### src/rtl/wb_pkg.sv
// Shared constants, state encoding and gain saturation helper for the
// white-balance gain calculator.
package wb_pkg;

  localparam int SUM_W      = 48;
  localparam int GAIN_W     = 16;
  localparam int FRAC_W     = 10;
  localparam int DIV_CYCLES = SUM_W + FRAC_W;

  localparam logic [GAIN_W-1:0] UNITY_GAIN = GAIN_W'(1 << FRAC_W);
  localparam logic [GAIN_W-1:0] GAIN_MAX   = '1;
  localparam logic [SUM_W-1:0]  MIN_SUM    = SUM_W'(4096);

  typedef enum logic [1:0] {
    IDLE,
    DIV_R,
    DIV_B,
    UPDATE
  } state_e;

  // Any quotient bit above the gain width means the ratio does not fit.
  function automatic logic [GAIN_W-1:0] sat_gain(input logic [DIV_CYCLES-1:0] q);
    if (|q[DIV_CYCLES-1:GAIN_W]) return GAIN_MAX;
    return q[GAIN_W-1:0];
  endfunction

endpackage

### src/rtl/wb_div_seq.sv
// Unsigned restoring divider, one quotient bit per cycle, MSB first.
// The load cycle performs the first iteration, so latency is exactly DVD_W edges.
module wb_div_seq
  import wb_pkg::*;
#(
  parameter int DVD_W = 58,
  parameter int DVS_W = 48
) (
  input  logic             clk,
  input  logic             rstn,
  input  logic             load_i,
  input  logic [DVD_W-1:0] dividend_i,
  input  logic [DVS_W-1:0] divisor_i,
  output logic             busy_o,
  output logic             last_o,
  output logic [DVD_W-1:0] quot_o
);

  localparam int CNT_W = $clog2(DVD_W + 1);

  logic [DVS_W:0]   rem_q, rem_d;
  logic [DVD_W-1:0] dvd_q, dvd_d;
  logic [CNT_W-1:0] cnt_q, cnt_d;
  logic             run_q, run_d;

  logic [DVS_W:0]   cur_rem;
  logic [DVD_W-1:0] cur_dvd;
  logic [DVS_W+1:0] shifted;
  logic [DVS_W:0]   trial;
  logic             ge;

  assign last_o = run_q && (cnt_q == CNT_W'(DVD_W - 1));
  assign busy_o = run_q;
  assign quot_o = dvd_q;

  // Quotient bits enter at the bottom of the dividend register as its bits leave the top.
  always_comb begin
    cur_rem = load_i ? '0 : rem_q;
    cur_dvd = load_i ? dividend_i : dvd_q;
    shifted = {cur_rem, cur_dvd[DVD_W-1]};
    ge      = shifted >= {2'b00, divisor_i};
    trial   = shifted[DVS_W:0] - {1'b0, divisor_i};
    rem_d   = rem_q;
    dvd_d   = dvd_q;
    cnt_d   = cnt_q;
    run_d   = run_q;
    if (load_i || run_q) begin
      rem_d = ge ? trial : shifted[DVS_W:0];
      dvd_d = {cur_dvd[DVD_W-2:0], ge};
    end
    if (load_i) begin
      cnt_d = CNT_W'(1);
      run_d = 1'b1;
    end else if (last_o) begin
      cnt_d = '0;
      run_d = 1'b0;
    end else if (run_q) begin
      cnt_d = cnt_q + CNT_W'(1);
    end
  end

  always_ff @(posedge clk or negedge rstn) begin
    if (!rstn) begin
      rem_q <= '0;
      dvd_q <= '0;
      cnt_q <= '0;
      run_q <= 1'b0;
    end else begin
      rem_q <= rem_d;
      dvd_q <= dvd_d;
      cnt_q <= cnt_d;
      run_q <= run_d;
    end
  end

endmodule

### src/rtl/wb_gain_calc.sv
// Per-frame white-balance gains: R and B gains relative to G, computed with
// one shared sequential divider and held stable until the next frame end.
module wb_gain_calc
  import wb_pkg::*;
(
  input  logic              clk,
  input  logic              rstn,
  input  logic              start,
  input  logic              wb_en,
  input  logic [SUM_W-1:0]  sum_r,
  input  logic [SUM_W-1:0]  sum_g,
  input  logic [SUM_W-1:0]  sum_b,
  output logic              busy,
  output logic              done,
  output logic [GAIN_W-1:0] gain_r,
  output logic [GAIN_W-1:0] gain_g,
  output logic [GAIN_W-1:0] gain_b
);

  state_e                  state_q, state_d;
  logic [SUM_W-1:0]        sr_q, sr_d, sg_q, sg_d, sb_q, sb_d;
  logic                    wben_q, wben_d;
  logic [GAIN_W-1:0]       rsat_q, rsat_d;
  logic [GAIN_W-1:0]       gain_r_q, gain_r_d, gain_b_q, gain_b_d;
  logic                    done_q, done_d;

  logic                    div_load, div_busy, div_last;
  logic [DIV_CYCLES-1:0]   div_quot;
  logic [SUM_W-1:0]        div_divisor;

  assign div_load    = ((state_q == DIV_R) || (state_q == DIV_B)) && !div_busy;
  assign div_divisor = (state_q == DIV_B) ? sb_q : sr_q;

  wb_div_seq #(
    .DVD_W(DIV_CYCLES),
    .DVS_W(SUM_W)
  ) u_div (
    .clk       (clk),
    .rstn      (rstn),
    .load_i    (div_load),
    .dividend_i({sg_q, {FRAC_W{1'b0}}}),
    .divisor_i (div_divisor),
    .busy_o    (div_busy),
    .last_o    (div_last),
    .quot_o    (div_quot)
  );

  assign busy   = (state_q != IDLE);
  assign done   = done_q;
  assign gain_r = gain_r_q;
  assign gain_g = UNITY_GAIN;
  assign gain_b = gain_b_q;

  // The red quotient is still in the divider during the first blue cycle, so grab it then.
  always_comb begin
    state_d  = state_q;
    sr_d     = sr_q;
    sg_d     = sg_q;
    sb_d     = sb_q;
    wben_d   = wben_q;
    rsat_d   = rsat_q;
    gain_r_d = gain_r_q;
    gain_b_d = gain_b_q;
    done_d   = 1'b0;
    unique case (state_q)
      IDLE: begin
        if (start) begin
          sr_d    = sum_r;
          sg_d    = sum_g;
          sb_d    = sum_b;
          wben_d  = wb_en;
          state_d = DIV_R;
        end
      end
      DIV_R: begin
        if (div_last) state_d = DIV_B;
      end
      DIV_B: begin
        if (div_load) rsat_d = sat_gain(div_quot);
        if (div_last) state_d = UPDATE;
      end
      UPDATE: begin
        done_d  = 1'b1;
        state_d = IDLE;
        if (!wben_q) begin
          gain_r_d = UNITY_GAIN;
          gain_b_d = UNITY_GAIN;
        end else if (sg_q >= MIN_SUM) begin
          gain_r_d = rsat_q;
          gain_b_d = sat_gain(div_quot);
        end
      end
      default: state_d = IDLE;
    endcase
  end

  always_ff @(posedge clk or negedge rstn) begin
    if (!rstn) begin
      state_q  <= IDLE;
      sr_q     <= '0;
      sg_q     <= '0;
      sb_q     <= '0;
      wben_q   <= 1'b0;
      rsat_q   <= '0;
      gain_r_q <= UNITY_GAIN;
      gain_b_q <= UNITY_GAIN;
      done_q   <= 1'b0;
    end else begin
      state_q  <= state_d;
      sr_q     <= sr_d;
      sg_q     <= sg_d;
      sb_q     <= sb_d;
      wben_q   <= wben_d;
      rsat_q   <= rsat_d;
      gain_r_q <= gain_r_d;
      gain_b_q <= gain_b_d;
      done_q   <= done_d;
    end
  end

endmodule

### config.mk
export PLATFORM = sky130hd
export DESIGN_NAME = wb_gain_calc
export DESIGN_NICKNAME = d
export VERILOG_FILES = /design/src/rtl/wb_pkg.sv /design/src/rtl/wb_div_seq.sv /design/src/rtl/wb_gain_calc.sv
export SDC_FILE = /design/constraint.sdc
export NUM_CORES = 1
export LEC_CHECK = 0
export ABC_AREA = 1
export BUFFER_PORTS_ARGS = -buffer_cell sky130_fd_sc_hd__buf_2
export CAP_MARGIN = 20
export CORE_MARGIN = 5
export CORE_UTILIZATION = 55
export DETAILED_ROUTE_END_ITERATION = 10
export MAX_ROUTING_LAYER = met4
export PLACE_DENSITY_LB_ADDON = 0.08
export SYNTH_ARGS = -nofsm -noshare
export SYNTH_HDL_FRONTEND = slang
export SYNTH_SLANG_ARGS = --single-unit
export TNS_END_PERCENT = 100
### constraint.sdc
create_clock -name clk -period 4.9 [get_ports clk]
set_input_delay 0 -clock clk [delete_from_list [all_inputs] [get_ports clk]]
set_output_delay 0 -clock clk [all_outputs]
set_load 0.03 [all_outputs]
==> impl_metrics.yaml <==
sta:
  relSlewSlack: 0.392
  setup_violations: 0
  finalCriticalPeriod_ns: 4.13
  period_share: 0.842
  finClkSkew_ns: 0.0194
  fin_hold_ws_ns: 0.0387
  rsz0062_at_grt: "false"
  worst_pin_slew_ns: 0.908
  final.setup.tns_ns: 0
  drv_slew: 0
  final_hold_viol_count: 0
  fmax_mhz: 242
route:
  dr.pass1.iters: 6
  drc: 0
  route.detailed.wl_per_inst_um: 16.2
  via_per_inst: 5.15
  routed_wl_um: 49800
  first_iter_violations: 975
  vias: 15800
  antenna_left: 0
setup_path:
  cp_slowest_cell: "inv_2"
  start_kind: "flop"
  end_kind: "flop"
  crit_path_frequent_cell: "nand2_1"
  crit_type: "reg -> reg"
  path_cells: "inv_1 -> ha_1 -> nand2_4 -> inv_2 -> nor2_1 -> ha_1 -> nand2_1 -> nor2_2 -> nand3_1 -> nand3_2 -> nand2_1 -> nand2_2 -> nand3_4 -> nand2_8 -> nand3_1 -> nand2_1 -> nand2_1"
  crit_arrival_ns: 4.54
  cpPeakStageDelay_ns: 0.66
  reg2reg_slack_ns: 0.77
  required_ns: 5.32
  cp_max_fo: 50
clock_tree:
  cts_tree: "done"
  cts_buffers: 34
  root_buffer: "clkbuf_16"
  cts_resized: 0
  cts.reportedPaths.clkPinSlew_ns: 0.06
  htreeDepth: 2
  cts_setup_buffers: 0
  cts_buffer_depth: 3
  clock_latency_ns: 0.53
  cts_sinks: 310
synth:
  synthesis.area_mm2: 0.0181
  yosysTopAreaCellShare: 0.425
  yosys_most_used_dff: "dfrtp_1"
  synth_cell_types: 49
  synth_common_cells: "760 x nand2_1, 348 x inv_1, 308 x dfrtp_1, 148 x nor2_1, 139 x mux2_2"
  ys_ff_latch: 310
  synth_top_area_cell: "dfrtp_1"
  synth_edf_count: 0
  syn_inst: 2303
  synth.top_cells.by_area: "dfrtp_1 43%, nand2_1 16%, mux2_2 8.6%"
  yosysSeqAreaShare: 0.428
  synthMostInstantiatedCell: "nand2_1"
  synth_warnings: 0
  ys_async_sr_fraction: 1.00
  syn_area_per_cell_um2: 7.87
floorplanning:
  initial_core_util: 0.557
  die_x_um: 192
  coreArea_mm2: 0.0325
  die_h_um: 192
  core.rowCount: 66
  ioPinCount: 198
  die-area_mm2: 0.0367
global_routing:
  grt_usage: 0.282
  grt_pass1_vias: 15800
  grt_overflow: 0
  grt_max_degree: 143
  grt_pass1_wl_um: 81100
  antenna_found_initial: 0
placed_design:
  io_buffers: 181
  place_congestion: 1.00
  dp_hpwl_um: 34800
  placed_cells: 2863
cells_and_area:
  drive_above_1_share: 0.160
  utilization: 0.675
  multi_input_area_mm2: 0.00866
  final_cell_count_no_fill: 3068
  final_nets: 2808
  area.sequential_mm2: 0.00776
  areaGrowthSynthToFinish_pct: 21.1
  fillCellCount: 2765
  diodes: 0
min_path:
  min_path_type: "in -> async"
flow_run:
  maxCapViolations: 0
outcome:
  status: "finished clean"
==> per-layer routing <==
layer  up-vias  GRT usage  part of all wire
met4         0     0.0776             0.027
met3        91     0.0393             0.046
met1      7498      0.354              0.43
met2       368      0.483              0.50
met5         -          -                 0
li1       7849          -                 -
==> sequential cells by signal (all words and copies together), names as in the netlist <==
signal / count
done: 1
gain_b: 16
gain_r: 16
rsat_q: 16
sb_q: 48
sg_q: 48
sr_q: 48
state_q: 2
u_div.busy_o: 1
u_div.cnt_q: 6
u_div.quot_o: 58
u_div.rem_q: 49
wben_q: 1
==> layout make-up <==
class | instances | area share
flip-flops and latches | 310 | 0.354
repair buffers | 346 | 0.116
clock inverters | 7 | 0.00485
inverters | 351 | 0.0600
well taps | 442 | 0.0252
multi-input cells | 1561 | 0.395
clock buffers | 51 | 0.0454
==> cell families (layout without fill, tap and decap cells) <==
group / after synthesis / in the layout / synth area share
buf+inv: 446 / 755 / 0.0988
simple gates: 1129 / 1129 / 0.258
fa+ha+maj: 56 / 56 / 0.0391
compound gates: 152 / 152 / 0.0527
mux: 185 / 185 / 0.112
other cells: 2 / 16 / 0.000414
flops: 310 / 310 / 0.428
xor+xnor: 23 / 23 / 0.0111
==> path summary, 6_finish.rpt <==
path                                       startpoint                           end  cells after the start
max                            state_q[1]$_DFFE_PN0P_   u_div.rem_q[40]$_DFFE_PN0P_                     17
min                                              rstn  u_div.quot_o[42]$_DFFE_PN0P_                      2
max reg2reg                    state_q[1]$_DFFE_PN0P_   u_div.rem_q[40]$_DFFE_PN0P_                     17
min reg2reg                u_div.cnt_q[5]$_DFFE_PN0P_    u_div.cnt_q[5]$_DFFE_PN0P_                      1
max in group asynchronous                        rstn   u_div.rem_q[33]$_DFFE_PN0P_                      3
min in group clk                            sum_b[28]          sb_q[28]$_DFFE_PN0P_                      3
==> worst max-delay path, delay by kind of cell, from the launching register on <==
family,cells,cell delay [ns]
buffers and inverters,2,0.77
adders and majority gates,2,0.82
DFF,1,0.41
and+or+nand+nor,13,1.96
==> stage by stage <==
step / area, um2 / setup slack [ns]
global placement: 19400 / 0.963
CTS: 21900 / 0.772
detailed placement: 19400 / 0.794
global route: 21900 / 0.411
finish: 21900 / 0.774
floorplan: 18200 / 1.66
==> layout by cell type, fill, tap and decap left out, types with 17 or more instances in the layout <==
cell type	Yosys	routed
mux2_2	139	139
ha_1	55	54
nand3_1	137	137
nor2_1	148	146
clkbuf_16	0	35
mux2i_1	46	46
dfrtp_1	308	308
nand4_1	17	17
a21oi_1	32	32
dlygate4sd3_1	0	147
xnor2_1	17	17
inv_1	348	347
nand2_1	760	759
o21ai_0	32	32
o221ai_1	20	20
buf_2	9	180
==> timing repair <==
action	CTS	global route
setup endpoints to repair	0	0
hold endpoints to repair	217	0
hold buffers	147	0
Power is not shown: default switching activity piles up to over one toggle a cycle in this logic, so the estimate is an artifact.
